File: src/rtl/multi_channel_timer_pwm.sv
// N-channel timer/PWM: shared prescaled counter, normal/fast/phase-correct modes, double-buffered TOP/compare.
// Optional output polarity inversion is enabled by defining PWM_POLARITY_EN.
module multi_channel_timer_pwm #(
    parameter int WIDTH   = 32,
    parameter int NCH     = 2,
    parameter int PRESC_W = 8
) (
    input  logic                 clk,
    input  logic                 reset,
    input  logic [1:0]           tmr_src,
    input  logic [1:0]           tmr_mode,
    input  logic [PRESC_W-1:0]   prescale,
    input  logic [WIDTH-1:0]     timer_top,
    input  logic [NCH*WIDTH-1:0] pwm_cmp,
`ifdef PWM_POLARITY_EN
    input  logic [NCH-1:0]       pwm_pol,
`endif
    input  logic                 irq_clr,
    output logic [WIDTH-1:0]     count,
    output logic                 count_dir,
    output logic [NCH-1:0]       pwm_out,
    output logic [NCH-1:0]       cmp_match,
    output logic                 timer_interrupt
);

    typedef enum logic [1:0] {
        MODE_NORMAL  = 2'b00,
        MODE_FAST    = 2'b01,
        MODE_PHASE   = 2'b10,
        MODE_NORMAL2 = 2'b11
    } mode_e;

    localparam logic [WIDTH-1:0]   CNT_ONE   = WIDTH'(1);
    localparam logic [PRESC_W-1:0] PRESC_ONE = PRESC_W'(1);

    mode_e              mode_q;
    logic [PRESC_W-1:0] presc_cnt;
    logic [WIDTH-1:0]   top_sh;
    logic [WIDTH-1:0]   cmp_sh  [NCH];
    logic [WIDTH-1:0]   cmp_eff [NCH];
    logic [NCH-1:0]     pwm_reg;

    logic               tick;
    logic [PRESC_W-1:0] presc_next;
    logic               running;
    logic               mode_chg;
    logic               is_phase;
    logic               is_fast;
    logic [WIDTH-1:0]   cnt_next;
    logic               dir_next;
    logic               period_end;
    logic               update;
    logic               load_sh;
    logic [NCH-1:0]     pwm_next;
    logic [NCH-1:0]     match_next;

    assign running  = tmr_src[0] ^ tmr_src[1];
    assign mode_chg = (mode_e'(tmr_mode) != mode_q);
    assign is_phase = (mode_q == MODE_PHASE);
    assign is_fast  = (mode_q == MODE_FAST);

    // NOTE: every always_comb output gets a default first so no latch is inferred.
    always_comb begin
        tick       = 1'b0;
        presc_next = '0;
        case (tmr_src)
            2'b01: tick = 1'b1;
            2'b10: begin
                tick       = (presc_cnt == prescale);
                presc_next = tick ? '0 : presc_cnt + PRESC_ONE;
            end
            default: ;
        endcase
    end

    always_comb begin
        cnt_next   = count;
        dir_next   = 1'b0;
        period_end = 1'b0;
        if (is_phase) begin
            if (top_sh == '0) begin
                cnt_next   = '0;
                period_end = 1'b1;
            end else if (!count_dir) begin
                cnt_next = count + CNT_ONE;
                dir_next = (cnt_next >= top_sh);
            end else begin
                cnt_next = count - CNT_ONE;
                dir_next = 1'b1;
                if (cnt_next == '0) begin
                    dir_next   = 1'b0;
                    period_end = 1'b1;
                end
            end
        end else if (count >= top_sh) begin
            cnt_next   = '0;
            period_end = 1'b1;
        end else begin
            cnt_next = count + CNT_ONE;
        end
    end

    // Shadows reload while stopped, on a mode change, and at the period boundary.
    assign update  = tick & period_end;
    assign load_sh = ~running | mode_chg | update;

    // The period that starts on an update edge is evaluated against the freshly loaded compares.
    always_comb begin
        pwm_next   = pwm_reg;
        match_next = '0;
        for (int k = 0; k < NCH; k++) begin
            cmp_eff[k]    = load_sh ? pwm_cmp[k*WIDTH +: WIDTH] : cmp_sh[k];
            match_next[k] = (cnt_next == cmp_eff[k]);
            if (is_fast || is_phase)
                pwm_next[k] = (cnt_next < cmp_eff[k]);
            else
                pwm_next[k] = pwm_reg[k] ^ match_next[k];
        end
    end

    always_ff @(posedge clk or negedge reset) begin
        if (!reset) begin
            mode_q          <= MODE_NORMAL;
            presc_cnt       <= '0;
            count           <= '0;
            count_dir       <= 1'b0;
            pwm_reg         <= '0;
            cmp_match       <= '0;
            timer_interrupt <= 1'b0;
            top_sh          <= '0;
            // NOTE: the compare shadow array is small and must read 0 after reset, so it is reset too.
            cmp_sh          <= '{default: '0};
        end else begin
            mode_q <= mode_e'(tmr_mode);
            if (load_sh) begin
                top_sh <= timer_top;
                for (int k = 0; k < NCH; k++)
                    cmp_sh[k] <= pwm_cmp[k*WIDTH +: WIDTH];
            end
            if (mode_chg) begin
                presc_cnt       <= '0;
                count           <= '0;
                count_dir       <= 1'b0;
                pwm_reg         <= '0;
                cmp_match       <= '0;
                timer_interrupt <= timer_interrupt & ~irq_clr;
            end else begin
                presc_cnt       <= presc_next;
                cmp_match       <= tick ? match_next : '0;
                timer_interrupt <= update | (timer_interrupt & ~irq_clr);
                if (tick) begin
                    count     <= cnt_next;
                    count_dir <= dir_next;
                    pwm_reg   <= pwm_next;
                end
            end
        end
    end

`ifdef PWM_POLARITY_EN
    assign pwm_out = pwm_reg ^ pwm_pol;
`else
    assign pwm_out = pwm_reg;
`endif

endmodule

File: config.mk
export PLATFORM = sky130hd
export DESIGN_NAME = multi_channel_timer_pwm
export DESIGN_NICKNAME = d
export VERILOG_FILES = /design/src/rtl/multi_channel_timer_pwm.sv
export SDC_FILE = /design/constraint.sdc
export NUM_CORES = 1
export LEC_CHECK = 0
export BUFFER_PORTS_ARGS = -buffer_cell sky130_fd_sc_hd__buf_4
export CAP_MARGIN = 10
export CORE_MARGIN = 8
export CORE_UTILIZATION = 45
export CTS_CLUSTER_DIAMETER = 100
export DETAILED_ROUTE_END_ITERATION = 16
export PLACE_DENSITY_LB_ADDON = 0.1
export SYNTH_ARGS = -nofsm -noshare
export SYNTH_HDL_FRONTEND = slang
export SYNTH_SLANG_ARGS = --single-unit
File: constraint.sdc
create_clock -name clk -period 10.7 [get_ports clk]
set_input_delay 0.535 -clock clk [delete_from_list [all_inputs] [get_ports clk]]
set_output_delay 0.535 -clock clk [all_outputs]
set_load 0.02 [all_outputs]
==> results.md, run 1 <==
- MaxCap Viol Count: 0
- Worst reg2reg setup slack: 3810 ps
- Synth top area share: 24.3%
- P_sw: 0.643 mW
- Mapped Cells: 1861
- Clk root buf: clkbuf_16
- Pin count of the biggest net entering global routing: 220
- Setup TNS: 0 ps
- Cell taking the most area after synthesis: dfrtp_1
- Per-cell routed wire length: approximately 23 um
- Rel. slew slack: between 20% and 30%
- DR iter-0 viols: between 1000 and 1500
- Critical Path Fanout Max: 70
- CP required: 11060 ps
- Synth async-reset ratio: 100%
- Die Ht: just under 200 um
- Core Rows: 66
- #FFs+latches synth: 144
- Total Wirelength: between 50 and 60 mm
- Commonest non-fill, non-tap cell in the layout: nand2_1
- DIE AREA: just under 40000 sq um
- Post-synthesis sequential area ratio: between 20% and 30%
- Critical path class: flop to flop
- Final worst-path cycle share: 64.4%
- Status: finished, final reports clean
- Hold_sp: tmr_mode[1]
- Worst slew pin tran: around 1100 ps
- Syn avg cell area: roughly 8.0 sq um
- Critical path depth: 20
- Worst r2r path cells: 20
- Final Worst Setup Slack: 3810 ps
- Combinational share of power: 30.0%
- Initial antenna violation count: 0
- CTS Buffer Depth: 2
- Final hold violations: 0
- # DRC: 0
- Tot GR Track Use: 26.9%
- Dominant synthesized flop cell: dfrtp_1
- Clock share of power: 35.3%
- GR Overflow Total: 0
- Max Slew Vio Count: 0
- Critical path's top delay family: simple AND/OR/NAND/NOR gates
- Crit path buf inv count: 2
- Reg power frac: a little over a third
- First-pass GRT wire length: 83.6 mm
- Worst Path Arrival: 7250 ps
- Post-CTS resize count: 0
- DP HPWL: about 36 mm
- Post-synth EDFFs: 0
- Sw Share: around 36%
- Max stage delay on crit path: 830 ps
- Synthesis-to-finish area growth: 11.5%
- Internal Pwr Total: about 1.2 mW
- Min Clock Period, post-route: 6890 ps
- Top cells by area, synth: dfrtp_1 24%, ha_1 11%, nand2_1 5.7%
- IO Count: between 100 and 150
- Pwr Density: 109 nW/um^2
- Worst hold path cell count: 1
- Utilization after layout: a little over 50%
- TritonCTS Buffers: 17
- RSZ-0062 raised after global routing: false
- Initial core utilization: 45.6%
- Post-Syn Area: 14800 sq um
- Leakage: a little over 7 nW
- Synth warnings: 0
- Clk_lat worst skew: 460 ps
- Reg clk slew, reported paths: 70 ps
- Mapped Nets: 2107
- Core ar.: between 30000 and 40000 sq um
- CTS tree: built
- Fmax: about 150 MHz
- ANT nets after route: 0
- Fraction of layout cells with a size suffix above 1: 16.9%
- IO Port Bufs: 148
- Mean number of vias per cell: 6.47
- Worst R2R Start: count[0]$_DFFE_PN0P_
- Antenna cells: 0
- H-tree levels: 4
- Nets: 2119
- Vias: 15000
- Final setup viols: 0
- Critical Path End Type: flop
- Setup Skew: about 13 ps
- Most frequent cells in the layout: 225 x nand2_1, 174 x nor2_1, 162 x buf_4
- Hold EP: mode_q[1]$_DFF_PN0_
- Die width: 198 um
- CTS sink count: 144
- Synth cell types: 65
- Crit start category: flop
- Pre-antenna DRT Iters: 5
- Critical path's slowest cell: or4_4
- Max IR drop VDD: about 0.12 mV
- Final GP Congestion: 0.935
- Number of global-route vias before repair: ~14000
- Hold crit path type: input port to flop
- Setup WS pre-CTS: 3900 ps
- Reg-to-Reg End: pwm_out[1]$_DFFE_PN0P_
- Setup Buffers After CTS: 0
- Critical path cell sequence: inv_1, ha_1, nor3b_2, nand4_1, nor2_1, xor2_1, or3_1, or4_4, buf_4, o221a_2, and2_1, ha_1, nand4_1, nor4_1, nand2_1, or4_1, nor3_1, a21oi_1, a2bb2oi_1, o32ai_1
## power groups by stage
stage,clock network [mW],registers [mW],logic [mW]
after floorplan,0,0.624,0.358
after global placement,0,0.636,0.529
after detailed placement,0,0.637,0.536
after CTS,0.650,0.628,0.539
after global routing,0.665,0.634,0.599
final,0.638,0.628,0.542
## registers in the layout, summed over array words and instances, names as in the netlist
register / cells
count: 32
top_sh: 32
pwm_out: 2
timer_interrupt: 1
presc_cnt: 8
cmp_sh: 64
count_dir: 1
mode_q: 2
cmp_match: 2
## worst register-to-register path, delay by kind of cell (launching register included)
kind	cells	cell delay, ps
compound gates	4	780
xor+xnor	1	140
fa+ha+maj	2	550
buf+inv	2	750
flops	1	490
simple gates	11	4070
## Yosys cell counts (all sizes together), types with 12 or more instances
library cell / n
nand2: 225
nor2: 176
dfrtp: 144
ha: 135
clkbuf: 129
nand3: 129
nand4: 126
a22oi: 63
o221a: 61
o21ai: 60
a21oi: 58
inv: 58
xor2: 46
buf: 44
a221o: 37
and2: 36
o221ai: 36
a221oi: 34
nor3: 30
xnor2: 28
nor4: 26
a21o: 23
nand2b: 17
o22ai: 16
a211oi: 13
and3: 12
## worst max path at each step
stage	from	endpoint	slack (ps)
after CTS	count[0]$_DFFE_PN0P_	pwm_out[1]$_DFFE_PN0P_	3880
after detailed placement	count[0]$_DFFE_PN0P_	pwm_out[1]$_DFFE_PN0P_	3900
after global placement	count[1]$_DFFE_PN0P_	pwm_out[1]$_DFFE_PN0P_	4220
final	count[0]$_DFFE_PN0P_	pwm_out[1]$_DFFE_PN0P_	3810
after floorplan	count[0]$_DFFE_PN0P_	pwm_out[1]$_DFFE_PN0P_	5440
after global routing	count[0]$_DFFE_PN0P_	pwm_out[1]$_DFFE_PN0P_	3320
## per-layer routing
metal  vias to the layer above  GRT usage, %  part of all wire, %
met1                      7369          39.4                   47
met2                       571          40.3                   44
li1                       7045             -                    -
met3                        63          4.41                  6.4
met5                         -             0                    0
met4                         0          7.05                  2.2
## final cells by class
type / count / area (sq um)
tap: 442 / 553
clock buffer: 22 / 484
inverter: 59 / 221
sequential: 144 / 3600
multi-input combinational: 1485 / 10300
fill: 3142 / 16000
clock inverter: 9 / 108
timing repair buffer: 166 / 1280
## logic make-up (layout without fill, tap and decap cells)
kind of cell	after synthesis	after routing	synth area share (%)
and+or+nand+nor	815	815	26.6
adders and majority gates	135	135	11.4
muxes	4	4	0.278
buffers and inverters	232	256	6.57
AOI/OAI and AO/OA	457	457	26.5
xor gates and xnor gates	74	74	4.37
DFF	144	144	24.3
## through the flow
stage | area (sq um) | power (mW) | hold WS [ps] | std cells
after CTS | 16600 | 1.82 | 182 | 2327
after detailed placement | 16000 | 1.17 | 474 | 2295
after global placement | 16000 | 1.17 | 473 | 2295
after floorplan | 14800 | 0.982 | 239 | 1861
after global routing | 16600 | 1.90 | 191 | 2327
final | 16600 | 1.81 | 195 | 2327
## what timing repair did
item                       CTS  global route
hold endpoints to repair    15             0
hold buffers                 1             0
setup endpoints to repair    0             0
(Power assumes the default switching activity.)
==> inputs of run 2 (changes only) <==
ABC_AREA = 1   (was not set)
clock period = 6.69 ns   (was 10.7 ns; I/O delays follow)
==> run 2 against run 1 <==
  * Clock power up 47%
  * Synthesized cell count up 4.2%
  * Sequential cell count unchanged
  * Power up 42%
  * Clock skew up 1.5 ps
  * Non-clock buffer count down 2
  * Sequential share of layout area up 2.8 points
  * Global-route usage down 0.84 points
  * Sequential power up 57%
  * Worst setup slack worse by 2800 ps
  * Largest cell class unchanged
==> results.md, run 2 <==
- Critical Path End Type: flop
- Die width: 184 um (-6.8%)
- #FFs+latches synth: 144 (unchanged)
- First-pass GRT wire length: 68.9 mm (-18%)
- Synth cell types: 44 (-32%)
- Worst Path Arrival: 6100 ps (-1150 ps)
- Post-CTS resize count: 0 (unchanged)
- Critical path class: flop to flop
- Status: finished, final reports clean
- Top post-synthesis cells by count: 622 x nand2_1, 276 x inv_1, 203 x nand3_1
- Crit start category: flop
- Main combinational cell family by area after synthesis: simple AND/OR/NAND/NOR gates
- Antenna cells: 0 (unchanged)
- Final worst-path cycle share: 85.3% (+21 points)
- Pwr Density: 175 nW/um^2 (+60%)
- Setup Buffers After CTS: 0 (unchanged)
- CP required: 7080 ps (-3980 ps)
- Vias: 12900 (-14%)
- Routed length on met1: 19.9 mm (-20%)
- Initial core utilization: 45.7% (+0.11 points)
- Hold Slack: 25.1 ps (-170 ps)
- Biggest regs: cmp_sh x64, count x32, top_sh x32
- Synth Area in Simple Gates: 35.6% (+9.0 points)
- Commonest non-fill, non-tap cell in the layout: nand2_1
- # DRC: 0 (unchanged)
- Final GP Congestion: 1.02 (+9.2%)
- H-tree levels: 4 (unchanged)
- IO Port Bufs: 148 (unchanged)
- Synth async-reset ratio: 100% (unchanged)
- Leakage: 8.44 nW (+20%)
- Total Wirelength: 44.3 mm (-16%)
- Setup TNS: 0 ps (unchanged)
- Core ar.: 27900 sq um (-14%)
- Largest register by flop count: cmp_sh
- Critical Path Fanout Max: 50 (-29%)
- Synth Area in XOR/XNOR: 2.89% (-1.5 points)
- CTS Buffer Depth: 2 (unchanged)
- Max reg flops: 64 (unchanged)
- Most frequent cells in the layout: 622 x nand2_1, 276 x inv_1, 203 x nand3_1
- Synthesis-to-finish area growth: 15.0%
- WL met2: 20.6 mm (-12%)
- Multi-input combinational cell area: 7690 sq um (-25%)
- Mux contribution to synthesized area: 0% (-0.28 points)
- GR Overflow Total: 0 (unchanged)
- Max IR drop VDD: 0.162 mV (+30%)
- Pre-antenna DRT Iters: 5 (unchanged)
- Synth top area share: 28.3% (+4.0 points)
- Clk_lat worst skew: 450 ps (about the same)
- Nets: 2291 (+8.1%)
- Post-synthesis sequential area ratio: 28.3% (+4.0 points)
- ANT nets after route: 0 (unchanged)
- Post-Syn Area: 12700 sq um (-14%)
- Fin cells: 2436 (+4.7%)
- Mapped Cells: 1940 (+4.2%)
- Tot GR Track Use: 26.1% (-0.84 points)
- Core Rows: 61 (-7.6%)
- Syn avg cell area: 6.57 sq um (-18%)
- Cell Count Post-Placement: 2402 (+4.7%)
- Fraction of layout cells with a size suffix above 1: 10.8% (-6.1 points)
- Mapped Nets: 2186 (+3.7%)
- Post-synthesis compound-gate area fraction: 8.46% (-18 points)
- Min Clock Period, post-route: 5710 ps (-1180 ps)
- Pin count of the biggest net entering global routing: 112 (-49%)
- Per-cell routed wire length: 18.2 um (-20%)
- Max Slew Vio Count: 0 (unchanged)
- Critical path's slowest cell: nor4_1
- Fillers: 2853 (-9.2%)
- Top sig layer: met5
- Reg clk slew, reported paths: 70 ps (about the same)
- Mean number of vias per cell: 5.30 (-18%)
- # hold bufs at CTS: 2 (+1)
- Final setup viols: 0 (unchanged)
- Crit path top cell by count: nand2_1
- FF/Latch Area: 3600 sq um (unchanged)
- Setup Skew: 14.5 ps (+1.49 ps)
- Post-synthesis adder-cell area fraction: 13.3% (+1.9 points)
- Post-synth EDFFs: 0 (unchanged)
- Rel. slew slack: 25.3% (-1.6 points)
- Synth warnings: 0 (unchanged)
- Fmax: 175 MHz (+21%)
- Top cells by area, synth: dfrtp_1 28%, nand2_1 18%, ha_1 13%
- DP HPWL: 34.1 mm (-6.5%)
- Die Ht: 184 um (-6.8%)
- Count leader, synth: nand2_1
- IO Count: 149 (unchanged)
- Worst slew pin tran: 1110 ps (+12.1 ps)
- DIE AREA: 34000 sq um (-13%)
- Met3 WL: 2.76 mm (-18%)
- TritonCTS Buffers: 17 (unchanged)
- Dominant synthesized flop cell: dfrtp_1
- Initial antenna violation count: 1 (+1)
- CTS tree: built
- DR iter-0 viols: 1139 (-18%)
- Max stage delay on crit path: 670 ps (-160 ps)
- Number of global-route vias before repair: 12300 (-13%)
- Clk root buf: clkbuf_16
- Hold crit path type: input port to flop
- RSZ-0062 raised after global routing: false
- CTS sink count: 144 (unchanged)
- MaxCap Viol Count: 0 (unchanged)
- Final hold violations: 0 (unchanged)
- Cell taking the most area after synthesis: dfrtp_1
-- run 2: changes by cell type after synthesis, moves of 41 or more --
cell	previous run	this run
a22oi_1	63	1
clkbuf_1	129	40
inv_1	58	276
nand2_1	225	622
nand3_1	129	203
nand4_1	126	35
nor2_1	176	132
o221a_2	41	0
-- run 2: routing by layer --
metal | global-route usage [%] | vias up
li1 | - | 6440
met1 | 34.7 | 6027
met2 | 42.4 | 395
met3 | 4.84 | 57
met4 | 7.62 | 2
met5 | 0 | -
-- run 2: worst max-delay path, delay by kind of cell (launching register included) --
| kind | cells | cell delay, ps |
|---|---|---|
| and+or+nand+nor | 22 | 4380 |
| DFF | 1 | 570 |
| buffers and inverters | 1 | 280 |
| AOI/OAI and AO/OA | 2 | 280 |
| adders and majority gates | 1 | 140 |
-- run 2: power by group --
part	total, mW	internal (mW)	switching (mW)
Combinational	0.645	0.229	0.415
Clock	0.939	0.517	0.422
Sequential	0.984	0.937	0.0473
Total	2.57	1.68	0.885
-- run 2: kinds of logic after synthesis --
kind of cell / count (synthesis)
and+or+nand+nor: 1064
buffers and inverters: 358
AOI/OAI and AO/OA: 197
DFF: 144
adders and majority gates: 135
xor gates and xnor gates: 42
-- run 2: layout make-up --
| cell class | instances | share of cell area (%) |
|---|---|---|
| tap | 378 | 3.23 |
| clock inverter | 10 | 0.521 |
| sequential | 144 | 24.6 |
| timing repair buffer | 164 | 8.72 |
| inverter | 280 | 7.17 |
| multi-input combinational | 1438 | 52.5 |
| clock buffer | 22 | 3.30 |
-- run 2: path summary, 6_finish.rpt --
kind                                             start                     end  slack, ps  cells past startpoint
worst max-delay path              count[6]$_DFFE_PN0P_  pwm_out[0]$_DFFE_PN0P_        980                     26
worst min-delay path                       tmr_mode[1]     mode_q[1]$_DFF_PN0_         30                      1
max in group asynchronous                        reset   top_sh[7]$_DFFE_PN0N_       4740                      3
worst max register to register    count[6]$_DFFE_PN0P_  pwm_out[0]$_DFFE_PN0P_        980                     26
worst min register to register  cmp_sh[11]$_DFFE_PN0N_  cmp_sh[11]$_DFFE_PN0N_        500                      2
min in group asynchronous                        reset  top_sh[12]$_DFFE_PN0N_        500                      2
-- run 2: metrics by stage --
stage / power (mW) / area (sq um) / setup WS [ps] / util [%]
6_report: 2.57 / 14700 / 983 / 52.6
4_1_cts: 2.59 / 14700 / 988 / 52.6
3_3_place_gp: 1.63 / 14100 / 1110 / 50.5
2_1_floorplan: 1.41 / 12700 / 2950 / -
3_5_place_dp: 1.64 / 14100 / 1020 / 50.5
5_1_grt: 2.72 / 14700 / 622 / 52.6
==> inputs of run 3 (changes only) <==
clock period = 5.35 ns   (was 6.69 ns; I/O delays follow)
==> run 3 against run 2 <==
  * Hold slack worse by 10 ps
  * Cell count up 2.0%
  * Design area up 2.8%
  * First-iteration DRC count down 11%
  * Core utilization up 1.5 points
  * Combinational power up 28%
  * Critical endpoint unchanged
  * Highest routed layer is now met4
==> results.md, run 3 (same netlist as run 2, synthesis figures left out) <==
- Initial core utilization: 45.7% (unchanged)
- Critical Path End Type: flop
- Final Worst Setup Slack: 559 ps (-425 ps)
- IO Count: 149 (unchanged)
- Reg clk slew, reported paths: 70 ps (about the same)
- Critical Path Fanout Max: 138 (+180%)
- Hold Slack: 14.6 ps (-10.5 ps)
- Internal Pwr Total: 2.10 mW (+25%)
- Post-CTS resize count: 0 (unchanged)
- Fraction of layout cells with a size suffix above 1: 11.7% (+0.89 points)
- Min Clock Period, post-route: 4790 ps (-915 ps)
- Worst r2r path cells: 26 (unchanged)
- Combinational share of power: 25.6% (+0.5 points)
- Max Slew Vio Count: 0 (unchanged)
- Core ar.: 27900 sq um (unchanged)
- Commonest non-fill, non-tap cell in the layout: nand2_1
- Fillers: 2863 (+0.35%)
- TritonCTS Buffers: 17 (unchanged)
- Reg-to-Reg End: pwm_out[0]$_DFFE_PN0P_
- Largest register by flop count: cmp_sh
- Pwr Density: 214 nW/um^2 (+22%)
- RSZ-0062 raised after global routing: false
- Clk root buf: clkbuf_16
- # DRC: 0 (unchanged)
- Rel. slew slack: 27.3% (+2.0 points)
- Most frequent cells in the layout: 622 x nand2_1, 276 x inv_1, 203 x nand3_1
- Max IR drop VDD: 0.207 mV (+28%)
- Hold_sp: timer_top[22]
- GR Overflow Total: 0 (unchanged)
- Total Wirelength: 44.7 mm (+1.0%)
- DR iter-0 viols: 1017 (-11%)
- Worst reg2reg setup slack: 560 ps (-420 ps)
- Pre-antenna DRT Iters: 6 (+1)
- Clock share of power: 36.2% (-0.4 points)
- Initial antenna violation count: 0 (-1)
- Vias: 13200 (+1.9%)
- Setup WS pre-CTS: 621 ps (-395 ps)
- Reg power frac: 38.2% (about the same)
- Clk_lat worst skew: 450 ps (about the same)
- CTS Buffer Depth: 2 (unchanged)
- Max reg flops: 64 (unchanged)
- Crit start category: flop
- P_sw: 1.12 mW (+27%)
- Die Ht: 184 um (unchanged)
- Hold EP: top_sh[22]$_DFFE_PN0N_
- Worst Path Arrival: 5190 ps (-910 ps)
- MaxCap Viol Count: 0 (unchanged)
- Status: finished, final reports clean
- Final GP Congestion: 1.00 (-1.9%)
- Nets: 2340 (+2.1%)
- # hold bufs at CTS: 27 (+25)
- Setup TNS: 0 ps (unchanged)
- Fmax: 209 MHz (+19%)
- DIE AREA: 34000 sq um (unchanged)
- IO Port Bufs: 148 (unchanged)
- Setup Buffers After CTS: 0 (unchanged)
- First-pass GRT wire length: 69.8 mm (+1.4%)
- DP HPWL: 34.8 mm (+2.0%)
- CTS tree: built
- Critical path class: flop to flop
- Worst R2R Start: count[0]$_DFFE_PN0P_
- Synthesis-to-finish area growth: 18.3%
- Final setup viols: 0 (unchanged)
- Final hold violations: 0 (unchanged)
- ANT nets after route: 0 (unchanged)
- Utilization after layout: 54.1% (+1.5 points)
- Pin count of the biggest net entering global routing: 139 (+24%)
- Leakage: 8.66 nW (+2.6%)
- Sw Share: 34.8% (+0.37 points)
- Core Rows: 61 (unchanged)
- Per-cell routed wire length: 18.0 um (-0.95%)
- Hold crit path type: input port to flop
- Tot GR Track Use: 26.4% (+0.38 points)
- Die width: 184 um (unchanged)
- Biggest regs: cmp_sh x64, count x32, top_sh x32
- CP required: 5740 ps (-1340 ps)
- Worst hold path cell count: 3 (+2)
- Mean number of vias per cell: 5.30 (-0.13%)
- Antenna cells: 0 (unchanged)
- Setup Skew: 10.9 ps (-3.64 ps)
- Final worst-path cycle share: 89.6% (+4.3 points)
- Number of global-route vias before repair: 12600 (+2.0%)
- Worst slew pin tran: 1090 ps (-19.1 ps)
- CTS sink count: 144 (unchanged)
- H-tree levels: 4 (unchanged)
-- run 3: cell types whose count changed in the layout (fill, tap and decap cells not counted), sizes merged --
cell	delta
dlygate4sd3	+25
buf	+24
clkbuf	-2
inv	+2
clkinv	-1
clkinvlp	+1
-- run 3: routing by layer --
| metal | up-vias | routed length (um) | track usage (%) | part of all wire [%] |
|---|---|---|---|---|
| li1 | 6532 | - | - | - |
| met1 | 6124 | 19600 | 35.4 | 44 |
| met2 | 440 | 20900 | 42.6 | 47 |
| met3 | 68 | 2980 | 4.19 | 6.7 |
| met4 | 0 | 1280 | 9.58 | 2.9 |
| met5 | - | 0 | 0 | 0 |
-- run 3: through the flow --
stage | instance area (sq um) | total power [mW] | cells
detailed placement | 14200 | 2.06 | 2426
global route | 15100 | 3.41 | 2485
global placement | 14200 | 2.04 | 2426
CTS | 15100 | 3.24 | 2485
floorplan | 12700 | 1.77 | 1940
finish | 15100 | 3.22 | 2485
-- run 3: critical path, cell delays in order (launching register included) --
cell	delay, ps
dfrtp_1	480
inv_2	200
ha_1	270
nand2_2	150
nor2_8	210
nand2_1	120
nor2_1	190
nand3_1	100
nand2_1	90
nand3_1	80
nor2_1	150
nand3_1	90
nand2_1	120
nand3_4	130
buf_12	270
nand3_1	140
nand2_1	70
ha_1	300
nand2_1	70
nor2_1	170
nand4_1	110
nor4_1	430
nand4_1	230
o21ai_0	200
a21oi_1	50
nand3b_1	150
nand2_1	70
-- run 3: worst max-delay path by stage --
stage / from / endpoint / slack (ps) / cells after the start
after global placement: count[0]$_DFFE_PN0P_ / pwm_out[0]$_DFFE_PN0P_ / 660 / 27
after floorplan: count[0]$_DFFE_PN0P_ / pwm_out[0]$_DFFE_PN0P_ / 1610 / 27
after detailed placement: count[0]$_DFFE_PN0P_ / pwm_out[0]$_DFFE_PN0P_ / 620 / 26
after CTS: count[0]$_DFFE_PN0P_ / pwm_out[0]$_DFFE_PN0P_ / 600 / 26
final: count[0]$_DFFE_PN0P_ / pwm_out[0]$_DFFE_PN0P_ / 560 / 26
after global routing: count[0]$_DFFE_PN0P_ / pwm_out[0]$_DFFE_PN0P_ / 80 / 26
-- run 3: layout make-up --
class	instances	area (sq um)	area share (%)
multi-input combinational	1438	7690	51.0
sequential	144	3600	23.9
timing repair buffer	213	1700	11.3
inverter	280	1050	6.97
tap	378	473	3.14
clock buffer	20	457	3.03
clock inverter	12	98.8	0.656
-- run 3: power by group through the flow --
stage | clock (mW) | combinational [mW] | sequential, mW
floorplan | 0 | 0.526 | 1.24
global placement | 0 | 0.795 | 1.25
detailed placement | 0 | 0.808 | 1.25
CTS | 1.19 | 0.826 | 1.23
global route | 1.23 | 0.934 | 1.24
finish | 1.16 | 0.826 | 1.23
